File: src/rtl/hansen_icache_pkg.sv
// Shared types and width helpers for the Hansen instruction cache.
// Widths are derived from LINES/WORDS so every file splits addresses identically.
package hansen_icache_pkg;

    typedef enum logic [1:0] {
        IDLE = 2'd0,
        REQ  = 2'd1,
        FILL = 2'd2
    } state_t;

    function automatic int calc_offset_w(input int words);
        return $clog2(words);
    endfunction

    function automatic int calc_index_w(input int lines);
        return $clog2(lines);
    endfunction

    function automatic int calc_tag_w(input int lines, input int words);
        return 32 - $clog2(lines) - $clog2(words) - 2;
    endfunction

    // Clears the word-offset and byte bits so the address points at the line start.
    function automatic logic [31:0] line_addr(input logic [31:0] addr, input int words);
        logic [31:0] mask;
        mask = (32'd1 << ($clog2(words) + 2)) - 32'd1;
        return addr & ~mask;
    endfunction

endpackage

File: src/rtl/hansen_icache_data.sv
// Data and tag storage for the instruction cache: async read, sync write.
// Contents are never reset; line validity is tracked by the controller.
module hansen_icache_data #(
    parameter int LINES    = 16,
    parameter int WORDS    = 4,
    parameter int INDEX_W  = 4,
    parameter int OFFSET_W = 2,
    parameter int TAG_W    = 24
) (
    input  logic                clk,
    input  logic [INDEX_W-1:0]  rd_index,
    input  logic [OFFSET_W-1:0] rd_offset,
    output logic [31:0]         rd_data,
    output logic [TAG_W-1:0]    rd_tag,
    input  logic                wr_en,
    input  logic [INDEX_W-1:0]  wr_index,
    input  logic [OFFSET_W-1:0] wr_offset,
    input  logic [31:0]         wr_data,
    input  logic                tag_we,
    input  logic [TAG_W-1:0]    wr_tag
);

    logic [31:0]      data_mem [LINES*WORDS];
    logic [TAG_W-1:0] tag_mem  [LINES];

    assign rd_data = data_mem[{rd_index, rd_offset}];
    assign rd_tag  = tag_mem[rd_index];

    always_ff @(posedge clk) begin
        if (wr_en)
            data_mem[{wr_index, wr_offset}] <= wr_data;
        if (tag_we)
            tag_mem[wr_index] <= wr_tag;
    end

endmodule

File: src/rtl/hansen_icache.sv
// Direct-mapped read-only instruction cache with whole-line burst refill.
// Hits are combinational in IDLE; a miss stalls the core until the line is filled.
module hansen_icache
    import hansen_icache_pkg::*;
#(
    parameter int LINES      = 16,
    parameter int WORDS      = 4,
    parameter int MISS_CNT_W = 16
) (
    input  logic                  clk,
    input  logic                  reset_n,
    input  logic [31:0]           cpu_addr,
    output logic [31:0]           cpu_rdata,
    output logic                  cpu_hit,
    output logic                  cpu_stall,
    input  logic                  flush,
    output logic                  mem_req,
    output logic [31:0]           mem_addr,
    input  logic                  mem_ack,
    input  logic                  mem_rvalid,
    input  logic [31:0]           mem_rdata,
    output logic [MISS_CNT_W-1:0] miss_count
);

    localparam int OFFSET_W = calc_offset_w(WORDS);
    localparam int INDEX_W  = calc_index_w(LINES);
    localparam int TAG_W    = calc_tag_w(LINES, WORDS);
    localparam int LINE_LSB = OFFSET_W + 2;

    state_t               state, state_nxt;
    logic [LINES-1:0]     valid;
    logic [OFFSET_W-1:0]  beat;
    logic                 flush_pending;

    logic [OFFSET_W-1:0]  offset;
    logic [INDEX_W-1:0]   index, fill_index;
    logic [TAG_W-1:0]     tag, fill_tag, stored_tag;
    logic                 start_miss, beat_wr, last_beat;
    logic [1:0]           unused_addr_bits;

    assign unused_addr_bits = cpu_addr[1:0];
    assign offset = cpu_addr[LINE_LSB-1:2];
    assign index  = cpu_addr[LINE_LSB+INDEX_W-1:LINE_LSB];
    assign tag    = cpu_addr[31:LINE_LSB+INDEX_W];

    // mem_addr stays at the latched line for the whole refill, so it doubles as the fill target.
    assign fill_index = mem_addr[LINE_LSB+INDEX_W-1:LINE_LSB];
    assign fill_tag   = mem_addr[31:LINE_LSB+INDEX_W];

    assign cpu_hit    = (state == IDLE) && valid[index] && (stored_tag == tag);
    assign cpu_stall  = !cpu_hit;
    assign start_miss = (state == IDLE) && !cpu_hit && !flush;
    assign beat_wr    = (state == FILL) && mem_rvalid;
    assign last_beat  = beat_wr && (beat == OFFSET_W'(WORDS - 1));

    hansen_icache_data #(
        .LINES    (LINES),
        .WORDS    (WORDS),
        .INDEX_W  (INDEX_W),
        .OFFSET_W (OFFSET_W),
        .TAG_W    (TAG_W)
    ) u_data (
        .clk       (clk),
        .rd_index  (index),
        .rd_offset (offset),
        .rd_data   (cpu_rdata),
        .rd_tag    (stored_tag),
        .wr_en     (beat_wr),
        .wr_index  (fill_index),
        .wr_offset (beat),
        .wr_data   (mem_rdata),
        .tag_we    (last_beat),
        .wr_tag    (fill_tag)
    );

    always_comb begin
        state_nxt = state;
        case (state)
            IDLE:    if (start_miss) state_nxt = REQ;
            REQ:     if (mem_ack)    state_nxt = FILL;
            FILL:    if (last_beat)  state_nxt = IDLE;
            default:                 state_nxt = IDLE;
        endcase
    end

    always_ff @(posedge clk or negedge reset_n) begin
        if (!reset_n) begin
            state         <= IDLE;
            valid         <= '0;
            mem_req       <= 1'b0;
            mem_addr      <= '0;
            beat          <= '0;
            miss_count    <= '0;
            flush_pending <= 1'b0;
        end else begin
            state <= state_nxt;
            case (state)
                IDLE: if (start_miss) begin
                    mem_req      <= 1'b1;
                    mem_addr     <= line_addr(cpu_addr, WORDS);
                    valid[index] <= 1'b0;
                    if (miss_count != '1)
                        miss_count <= miss_count + MISS_CNT_W'(1);
                end
                REQ: if (mem_ack) begin
                    mem_req <= 1'b0;
                    beat    <= '0;
                end
                FILL: if (mem_rvalid) begin
                    beat <= beat + OFFSET_W'(1);
                    if (last_beat) begin
                        valid[fill_index] <= !flush_pending;
                        flush_pending     <= 1'b0;
                    end
                end
                default: ;
            endcase
            // A flush landing on the final beat still wins: the whole vector is cleared last.
            if (flush)
                valid <= '0;
            if (flush && (state != IDLE) && !last_beat)
                flush_pending <= 1'b1;
        end
    end

endmodule

File: config.mk
export PLATFORM = sky130hd
export DESIGN_NAME = hansen_icache
export DESIGN_NICKNAME = d
export VERILOG_FILES = /design/src/rtl/hansen_icache_pkg.sv /design/src/rtl/hansen_icache_data.sv /design/src/rtl/hansen_icache.sv
export SDC_FILE = /design/constraint.sdc
export NUM_CORES = 2
export LEC_CHECK = 0
export ABC_CLOCK_PERIOD_IN_PS = 9100
export CORE_UTILIZATION = 55
export DETAILED_ROUTE_END_ITERATION = 12
export DONT_BUFFER_PORTS = 1
export PLACE_DENSITY_LB_ADDON = 0.15
export SLEW_MARGIN = 20
export SYNTH_ARGS = -nofsm -noshare
export SYNTH_HDL_FRONTEND = slang
export SYNTH_SLANG_ARGS = --single-unit
export TNS_END_PERCENT = 30
File: constraint.sdc
create_clock -name clk -period 9.1 [get_ports clk]
set_clock_uncertainty 0.15 [all_clocks]
set_input_delay 1.82 -clock clk [delete_from_list [all_inputs] [get_ports clk]]
set_output_delay 1.82 -clock clk [all_outputs]
set_load 0.03 [all_outputs]
==> impl_results.md <==
* Status: completed
* Slew Viols, Final at 0
* TritonCTS clock tree: done
* Global-route wire length before repair at 364000 um
* CP peak stage delay at 710 ps
* GPL Wtd Cong at 0.807
* Max Cap Viol at 0
* Startpoint types: input pin
* Vias in the first global route at 46500
* Seq/Total Area, Yosys at 77.6%
* Hold WS at 407 ps
* DP Worst Slack at 1490 ps
* CTS sink cnt at 2498
* Tmin final at 7870 ps
* Final period util at between 80 and 90%
* P_sw at 5.60 mW
* Placeable Area at about 170000 sq um
* Clk network pwr share at 38.7%
* Initial drt markers at approximately 6900
* Syn Inst Count at 4306
* Post-synth top flop: edfxtp_1
* DRT Wirelength at roughly 270000 um
* Critical-path top delay cell: buf_16
* # IOs at 152
* Element type at the critical path end: output port
* Final Core Density at 61.8%
* Critical path type: in2out
* Vias at about 48000
* Fin area at 107000 sq um
* Pleak at 33.3 nW
* CP bufs+invs at 4
* Core Rows at between 150 and 200
* CTS Hold Bufs at 0
* Number of routed nets with antenna violations at 0
* Final setup viols at 0
* Largest net degree at the start of global routing at 513
* Power, Total at approximately 24 mW
* Die H at 420 um
* Die area at 177000 sq um
* Fill cells at 11900
* Worst VDD drop at 191 uV
* Crit path arrival time at 5900 ps
* WHS Endpoint: valid[4]
* P_int at between 15 and 20 mW
* RSZ-0062 raised after global routing: false
* Req. time, crit path at 7130 ps
* Hold crit path type: reg2reg
* Hold_sp: valid[4]
* Worst-path clk slew at 60 ps
* Post-synth EDFFs at 2432
* Placed Area at 99700 sq um
* F_max at 0.127 GHz
* Cell Count, Final, Fillers Out at 6977
* Worst-skew pair later-pin latency at 870 ps
* Most frequent cells in the layout: edfxtp_1 (2432), mux4_2 (626), clkbuf_16 (241)
* Hold path cells at 1
* Area grow syn2layout at 11.6%
* Layout cell share with drive strength beyond 1 at 25.8%
* R2R Path End: mem_addr[31]
* I/O Buffers at 0
* Rel. slew slack at 7.27%
* Post-synth cell types at 68
* Power share of the combinational group at 5.6%
* Nets@finish at ~4500
* Grt ovf at 0
* R2r startpoint: u_data.tag_mem[8][22]
* P per Cell Area at roughly 230 nW/um^2
* Setup Fix Bufs, Post-CTS at 0
* Post-CTS resize count at 0
* DRC at 0
* Vias per inst at ~6.9
* Die W at between 400 and 500 um
* Placed Instances at 6514
* Total CTS buffers at 240
* Top delay family on crit path: buffers and inverters
* Initial antenna violation count at 5
* Setup_tns at 0 ps
* Crit-path cells: buf_16, buf_16, buf_16, mux4_2, a22oi_1, nand4_1, nor2_1, o21ai_0, buf_4
* Synth Warn # at 0
* Initial Util at 55.3%
* Depth of the CTS H-tree at 4
* Avg WL per Cell at about 38 um
* Root Buffer: clkbuf_16
* Async set-reset flop share out of synthesis at under 10%
* Most used cell, CP: buf_16
* FF-to-FF path depth at 10
* Detailed Routing Iterations Pass 1 at 6
* Worst slew pin tran at 1390 ps
* Hold Vio Cnt, Final at 0
* Clock Tree Buf Depth at 3
* Seq pwr share at 55.7%
* Syn_area_per_cell at 22.3 sq um
* Crit-path max FO at 124
* Total GRT Usage at a little under a third
* Final HPWL DP at 132000 um
* PnR worst setup slack at 1230 ps
* Switching Share at 22.9%
* Flip-flop and latch count after synthesis at roughly 2500
* Commonest non-fill, non-tap cell in the layout: edfxtp_1
* Mapped cell area at 96200 sq um
* R2R setup slack at 3970 ps
power groups by stage:
stage          logic, mW  clock network (mW)  registers [mW]
2_1_floorplan      0.953                   0            13.7
3_3_place_gp        1.21                   0            13.8
3_5_place_dp        1.22                   0            13.8
4_1_cts             1.23                9.57            13.6
5_1_grt             1.42                9.99            13.6
6_report            1.36                9.46            13.6
sequential cells by signal, indices dropped and copies added, names as in the netlist:
register / cells
beat: 2
flush_pending: 1
mem_addr: 28
mem_req: 1
miss_count: 16
state: 2
u_data.data_mem: 2048
u_data.tag_mem: 384
valid: 16
cell families (layout without fill, tap and decap cells):
| kind of cell | count (synthesis) | after routing | share of synthesized area [%] |
|---|---|---|---|
| other | 1 | 8 | 0.00390 |
| AOI/OAI and AO/OA | 341 | 341 | 2.57 |
| buffers and inverters | 258 | 597 | 1.19 |
| muxes | 780 | 780 | 16.3 |
| adders and majority gates | 2 | 2 | 0.0260 |
| and+or+nand+nor | 395 | 395 | 1.97 |
| DFF | 2498 | 2498 | 77.6 |
| xor gates and xnor gates | 31 | 31 | 0.282 |
metal layers:
layer  track usage (%)  up-vias  routed length [um]
met4              9.67        2                8770
met5                 0        -                  13
met1              43.7    26100              102000
li1                  -    18600                   -
met2              47.4     2942              127000
met3              6.30      467               28300
worst register-to-register path, delay by kind of cell, from the launching register on:
| kind | cells | cell delay, ps |
|---|---|---|
| buf+inv | 1 | 410 |
| simple gates | 5 | 2400 |
| compound gates | 1 | 520 |
| flops | 1 | 360 |
| mux | 3 | 1190 |
how the worst max path moves through the flow:
stage                           start            end  slack, ps  cells after the start
after floorplan           cpu_addr[2]   cpu_rdata[1]       2310                      8
after global placement    cpu_addr[5]      cpu_stall       1470                      8
after detailed placement  cpu_addr[5]      cpu_stall       1490                      8
after CTS                 cpu_addr[5]      cpu_stall       1480                      8
after global routing      cpu_addr[2]  cpu_rdata[25]        900                      9
final                     cpu_addr[2]  cpu_rdata[25]       1230                      9
cells in the mapped netlist (5+ instances only):
cell type,number,area [sq um]
a211o_1,10,87.6
a211oi_1,5,37.5
a21oi_1,40,200
a221oi_1,7,61.3
a22o_1,6,52.6
a22oi_1,167,1250
a32o_1,16,160
and2_1,8,50.1
and3_1,8,50.1
buf_1,56,210
buf_2,26,130
buf_4,11,82.6
buf_6,14,158
clkbuf_1,133,499
dfrtp_1,66,1650
edfxtp_1,2432,73000
inv_1,17,63.8
mux2_1,29,327
mux2_2,11,124
mux2i_1,114,1140
mux4_2,626,14100
nand2_1,68,255
nand2b_1,8,50.1
nand3_1,36,180
nand3b_1,19,143
nand4_1,24,150
nor2_1,159,597
nor2b_1,11,68.8
nor3_1,22,110
o21ai_0,38,190
o221ai_1,5,43.8
o22ai_1,7,43.8
o311ai_0,5,43.8
or2_2,5,31.3
or3_1,10,62.6
xnor2_1,19,166
xor2_1,12,105
layout make-up:
| class | instances | area, sq um | share of cell area (%) |
|---|---|---|---|
| timing repair buffer | 129 | 1170 | 1.09 |
| clock inverter | 154 | 1140 | 1.06 |
| multi-input combinational | 1553 | 21100 | 19.7 |
| clock buffer | 296 | 6270 | 5.84 |
| sequential | 2498 | 74700 | 69.6 |
| antenna | 4 | 10.0 | 0.00932 |
| inverter | 18 | 70.1 | 0.0653 |
| tap | 2325 | 2910 | 2.71 |
(Power assumes the default switching activity.)
